[src/rtl/polar_sc_decoder_seq.sv]
// Sequential successive-cancellation polar decoder: one shared F/G/leaf/combine
// datapath walks the decoding tree depth-first, one node operation per cycle.
module polar_sc_decoder_seq #(
   parameter int N     = 8,
   parameter int WIDTH = 8
) (
   input  logic               clk,
   input  logic               rst_n,
   input  logic               in_valid,
   output logic               in_ready,
   input  logic [N*WIDTH-1:0] llr_in,
   input  logic [N-1:0]       frozen_mask,
   output logic               out_valid,
   input  logic               out_ready,
   output logic [N-1:0]       u_out,
   output logic               busy
);
   localparam int LOG = $clog2(N);
   localparam int DW  = $clog2(LOG + 1);
   localparam int NL  = 1 << DW;
   localparam int H   = N / 2;
   localparam logic [DW-1:0]    DEP_LEAF = DW'(LOG);
   localparam logic [DW-1:0]    DEP_ONE  = DW'(1);
   localparam logic [LOG-1:0]   IDX_ONE  = LOG'(1);
   localparam logic [WIDTH-1:0] ONE      = WIDTH'(1);
   localparam logic [WIDTH-1:0] MAXV     = {1'b0, {(WIDTH-1){1'b1}}};
   localparam logic [WIDTH-1:0] MINV     = {1'b1, {(WIDTH-2){1'b0}}, 1'b1};
   localparam logic [WIDTH-1:0] MNEG     = {1'b1, {(WIDTH-1){1'b0}}};

   typedef enum logic [2:0] {
      S_IDLE = 3'd0, S_F = 3'd1, S_G = 3'd2, S_LEAF = 3'd3, S_COMB = 3'd4, S_DONE = 3'd5
   } state_t;

   // Most negative code has no positive twin; fold it so |x| always fits.
   function automatic logic [WIDTH-1:0] f_clamp(input logic [WIDTH-1:0] x);
      return (x == MNEG) ? MINV : x;
   endfunction

   function automatic logic [WIDTH-1:0] f_min(input logic [WIDTH-1:0] a, input logic [WIDTH-1:0] b);
      logic [WIDTH-1:0] ma, mb, m;
      ma = a[WIDTH-1] ? (~a + ONE) : a;
      mb = b[WIDTH-1] ? (~b + ONE) : b;
      m  = (ma < mb) ? ma : mb;
      return (a[WIDTH-1] ^ b[WIDTH-1]) ? (~m + ONE) : m;
   endfunction

   function automatic logic [WIDTH-1:0] f_g(input logic [WIDTH-1:0] a, input logic [WIDTH-1:0] b,
                                            input logic k);
      logic [WIDTH:0] s;
      s = k ? ({b[WIDTH-1], b} - {a[WIDTH-1], a}) : ({b[WIDTH-1], b} + {a[WIDTH-1], a});
      if (!s[WIDTH] && s[WIDTH-1]) begin
         return MAXV;
      end else if (s[WIDTH] && !(s[WIDTH-1] && (|s[WIDTH-2:0]))) begin
         return MINV;
      end else begin
         return s[WIDTH-1:0];
      end
   endfunction

   state_t           r_state, w_state_nxt;
   logic [WIDTH-1:0] r_llr [NL][N];
   logic [N-1:0]     r_bu [NL];
   logic [N-1:0]     r_bl [NL];
   logic [N-1:0]     r_mask, r_u;
   logic [DW-1:0]    r_dep, w_dep_dn, w_dep_up;
   logic [LOG-1:0]   r_idx;
   logic             r_in_ready, r_out_valid, r_busy;
   logic [WIDTH-1:0] w_node [N];
   logic [WIDTH-1:0] w_f [H];
   logic [WIDTH-1:0] w_g [H];
   logic [N-1:0]     w_beta;
   logic             w_dec;

   // Node datapath: F, G, leaf decision and partial-sum combine for the current node
   always_comb begin
      w_dep_dn = r_dep + DEP_ONE;
      w_dep_up = r_dep - DEP_ONE;
      w_node   = r_llr[r_dep];
      w_beta   = '0;
      for (int i = 0; i < H; i++) begin
         w_f[i]        = f_min(w_node[2*i], w_node[2*i+1]);
         w_g[i]        = f_g(w_node[2*i], w_node[2*i+1], r_bu[w_dep_dn][i]);
         w_beta[2*i]   = r_bu[w_dep_dn][i] ^ r_bl[w_dep_dn][i];
         w_beta[2*i+1] = r_bl[w_dep_dn][i];
      end
      w_dec = ~r_mask[r_idx] & w_node[0][WIDTH-1];
   end

   // Tree walk: descend on F/G, return to parent G (upper child) or COMB (lower child)
   always_comb begin
      w_state_nxt = r_state;
      case (r_state)
         S_IDLE: if (in_valid) w_state_nxt = S_F; else w_state_nxt = S_IDLE;
         S_F, S_G: if (w_dep_dn == DEP_LEAF) w_state_nxt = S_LEAF; else w_state_nxt = S_F;
         S_LEAF: if (r_idx[0]) w_state_nxt = S_COMB; else w_state_nxt = S_G;
         S_COMB: begin
            if (r_dep == '0) w_state_nxt = S_DONE;
            else if (r_idx[0]) w_state_nxt = S_COMB;
            else w_state_nxt = S_G;
         end
         S_DONE: if (out_ready) w_state_nxt = S_IDLE; else w_state_nxt = S_DONE;
         default: w_state_nxt = S_IDLE;
      endcase
   end

   // State register and registered handshake/status flags
   always_ff @(posedge clk or negedge rst_n) begin
      if (!rst_n) begin
         r_state     <= S_IDLE;
         r_in_ready  <= 1'b1;
         r_out_valid <= 1'b0;
         r_busy      <= 1'b0;
      end else begin
         r_state     <= w_state_nxt;
         r_in_ready  <= (w_state_nxt == S_IDLE);
         r_out_valid <= (w_state_nxt == S_DONE);
         r_busy      <= (w_state_nxt != S_IDLE);
      end
   end

   // Frame capture, level LLR buffers, partial sums and decisions
   always_ff @(posedge clk or negedge rst_n) begin
      if (!rst_n) begin
         for (int d = 0; d < NL; d++) begin
            r_bu[d] <= '0;
            r_bl[d] <= '0;
            for (int i = 0; i < N; i++) r_llr[d][i] <= '0;
         end
         r_mask <= '0;
         r_u    <= '0;
         r_dep  <= '0;
         r_idx  <= '0;
      end else begin
         case (r_state)
            S_IDLE: begin
               if (in_valid) begin
                  for (int i = 0; i < N; i++) r_llr[0][i] <= f_clamp(llr_in[i*WIDTH +: WIDTH]);
                  r_mask <= frozen_mask;
                  r_u    <= '0;
                  r_dep  <= '0;
                  r_idx  <= '0;
               end
            end
            S_F: begin
               for (int i = 0; i < H; i++) r_llr[w_dep_dn][i] <= w_f[i];
               r_dep <= w_dep_dn;
               r_idx <= r_idx << 1'b1;
            end
            S_G: begin
               for (int i = 0; i < H; i++) r_llr[w_dep_dn][i] <= w_g[i];
               r_dep <= w_dep_dn;
               r_idx <= (r_idx << 1'b1) | IDX_ONE;
            end
            S_LEAF: begin
               r_u[r_idx] <= w_dec;
               if (r_idx[0]) r_bl[r_dep][0] <= w_dec;
               else r_bu[r_dep][0] <= w_dec;
               r_dep <= w_dep_up;
               r_idx <= r_idx >> 1'b1;
            end
            S_COMB: begin
               if (r_dep != '0) begin
                  if (r_idx[0]) r_bl[r_dep] <= w_beta;
                  else r_bu[r_dep] <= w_beta;
                  r_dep <= w_dep_up;
                  r_idx <= r_idx >> 1'b1;
               end
            end
            default: r_dep <= r_dep;
         endcase
      end
   end

   assign in_ready  = r_in_ready;
   assign out_valid = r_out_valid;
   assign busy      = r_busy;
   assign u_out     = r_u;
endmodule

[config.mk]
export PLATFORM = sky130hd
export DESIGN_NAME = polar_sc_decoder_seq
export DESIGN_NICKNAME = d
export VERILOG_FILES = /design/src/rtl/polar_sc_decoder_seq.sv
export SDC_FILE = /design/constraint.sdc
export NUM_CORES = 1
export LEC_CHECK = 0
export ABC_AREA = 0
export CAP_MARGIN = 10
export CORE_ASPECT_RATIO = 0.8
export CORE_MARGIN = 2
export CORE_UTILIZATION = 35
export CTS_BUF_LIST = sky130_fd_sc_hd__clkbuf_8 sky130_fd_sc_hd__clkbuf_16
export DETAILED_ROUTE_END_ITERATION = 8
export GPL_TIMING_DRIVEN = 0
export PLACE_DENSITY = 0.62
export SLEW_MARGIN = 0
export SYNTH_ARGS = -nofsm -noshare
export SYNTH_HDL_FRONTEND = slang
export SYNTH_SLANG_ARGS = --single-unit
[constraint.sdc]
create_clock -name clk -period 6.2 [get_ports clk]
set_input_delay 1.86 -clock clk [delete_from_list [all_inputs] [get_ports clk]]
set_output_delay 1.86 -clock clk [all_outputs]
set_load 0.02 [all_outputs]
==> flow_summary.toml <==
[worst_setup_path]
cp_data_required_time_ns = 6.62
worstSetupStartpointType = "flip-flop"
cp_max_fo = 10
worstSetupPathType = "reg2reg"
cp-end-kind = "flip-flop"
crit_chain = "buf_6, clkbuf_4, or2_1, clkbuf_1, clkbuf_1, clkbuf_1, clkbuf_2, nor2_1, ha_1, nor2b_1, o21ai_0, a21oi_1, a211oi_1, maj3_1, o21ai_1, mux2i_1, o21ai_1, xor2_1, o21ai_1, mux2_2"
slowest_delay_ns = 0.50
crit_family = "buffers and inverters"
cp.buffers_inverters = 6
arrival_ns = 6.29
cp_slowest_cell = "clkbuf_1"

[synth]
ys_seq_area_share_pct = 33.3
synth_area_um2 = 15900
yosys-top-cells-area = "dfrtp_1 (33%), nand2_1 (8.2%), ha_1 (5.9%), mux4_2 (5.8%), o21ai_0 (5.0%)"
synth.avg_cell_area_um2 = 8.37
synth_cell_type_count = 84
syn_inst = 1898
synthTopCellsByCount = "nand2_1 (346), dfrtp_1 (210), nor2_1 (177)"
syn_nets = 2052
synth_top_area_cell = "dfrtp_1"
synth_async_sr_flop_share_pct = 100
synth_ff_type = "dfrtp_1"
synth.ff_latch_count = 211
synth_edf_count = 0
synth_most_common_cell = "nand2_1"
yosys.area.top_type_share_pct = 33.1
ys_warn_count = 0

[floorplanning]
die_width_um = 242
initial_core_util_pct = 35.6
dieArea_um2 = 47100
num_rows = 69
die_y_um = 195
coreArea_um2 = 44600
io_pins = 87

[clock_tree]
cts_buffer_depth = 3
htree_levels = 1
holdBufCountCts = 0
cts_root_buf = "clkbuf_16"
numCtsBuffers = 25
path_clk_slew_ns = 0.06
clock_latency_ns = 0.56
cts_tree = "built"
cts.sink_count = 211

[placed_design]
routabilityCongestion = 0.952
hpwl_um = 41200
io_buffers = 86
dpl_worst_slack_ns = -1.51

[routing]
drc_errors = 0
drt_iter0_drc = 1583
drt_pre_antenna_iters = 5
wl_per_cell_um = 20.7
wl_um = 54600
dr_total_vias = 15021
drt-vias-per-instance = 5.70
ant_nets = 0

[grt]
grt_start_max_net_pins = 116
grt_overflow = 0
first_global_vias = 14457
gr-usage-all-layers_pct = 22.8
grt_pass1_wl_um = 84900
antenna_found_initial = 0

[cells_and_area]
fillCellCount = 4483
fin_util_pct = 41.5
nets = 2169
antennaDiodeCount = 0
drive_gt1_share_pct = 9.05
syn2layout_area_growth_pct = 16.7

[sta]
clock.fmax_mhz = 170
layout_setup_ws_ns = 0.329
fin_crit_ns = 5.87
finalMaxSlewViolations = 0
fin_skew_ns = 0.0372
relSlewSlack_pct = 29.0
finalCritPeriodShare_pct = 94.7
hold_violations = 0
setup_tns_ns = 0
rsz0062_at_grt = "yes"
tightest_slew_ns = 1.06
setup_viol = 0

[job]
cap_violations = 0

[worst_hold_path]
hold_class = "reg2reg"

[outcome]
run_status = "completed"
## path summary, 6_finish.rpt
check                           cells past startpoint      from  slack (ns)          to
worst min-delay path                                1  r_bu[25]        0.46    r_bu[25]
worst max-delay path                               20  r_dep[0]        0.33  r_llr[103]
worst max register to register                     20  r_dep[0]        0.33  r_llr[103]
min in group asynchronous                           1     rst_n        1.36    u_out[7]
max in group asynchronous                           2     rst_n        3.80  r_llr[233]
worst min register to register                      1  r_bu[25]        0.46    r_bu[25]
## cells in the final DEF, fill, tap and decap left out, types with 68 or more instances in the layout
cell	synthesis	routed
clkdlybuf4s50_1	0	85
dfrtp_1	210	209
clkbuf_1	78	72
nor2_1	177	176
ha_1	75	73
o21ai_0	158	158
a21oi_1	121	121
xnor2_1	73	70
inv_1	62	68
nand2_1	346	346
## metrics by stage
step                hold slack (ns)  cell area (µm²)  std cells
floorplan                     0.424            15900       1898
global placement              0.439            17500       2587
detailed placement            0.448            17600       2589
CTS                           0.461            18400       2633
global route                  0.477            18500       2637
finish                        0.455            18500       2637
## area by class of cell
| type | count | area [µm²] | share of cell area (%) |
|---|---|---|---|
| Buffer | 97 | 437 | 2.35 |
| Sequential cell | 211 | 5280 | 28.5 |
| Multi-Input combinational cell | 1522 | 10000 | 54.0 |
| Inverter | 63 | 236 | 1.28 |
| Timing Repair Buffer | 95 | 957 | 5.16 |
| Clock inverter | 17 | 188 | 1.01 |
| Tap cell | 603 | 754 | 4.07 |
| Clock buffer | 29 | 681 | 3.67 |
## cells by family after synthesis
| group | after synthesis | synth area share [%] |
|---|---|---|
| mux | 104 | 10.0 |
| xor+xnor | 123 | 6.88 |
| fa+ha+maj | 82 | 6.54 |
| flops | 211 | 33.3 |
| buf+inv | 165 | 4.22 |
| compound gates | 484 | 18.4 |
| simple gates | 729 | 20.6 |
## sequential cells by signal, indices dropped and copies added (netlist names)
name,cells
in_ready,1
r_idx,3
r_mask,8
r_state,3
r_llr,160
r_bl,8
r_dep,2
r_bu,16
out_valid,1
busy,1
u_out,8
## routing by layer
| layer | vias up | share of wire [%] | GRT usage (%) |
|---|---|---|---|
| li1 | 6907 | - | - |
| met1 | 7362 | 46 | 33.4 |
| met2 | 668 | 42 | 33.7 |
| met3 | 84 | 9.3 | 5.19 |
| met4 | 0 | 2.9 | 6.47 |
| met5 | - | 0 | 0 |
## repair_timing
| item | in CTS | in global routing |
|---|---|---|
| resized for setup | 8 | 19 |
| endpoints found under the setup margin | 77 | 93 |
| pin swaps | 1 | 2 |
| setup buffers | 1 | 6 |
Power is not shown: default switching activity piles up to over one toggle a cycle in this logic, so the estimate is an artifact.
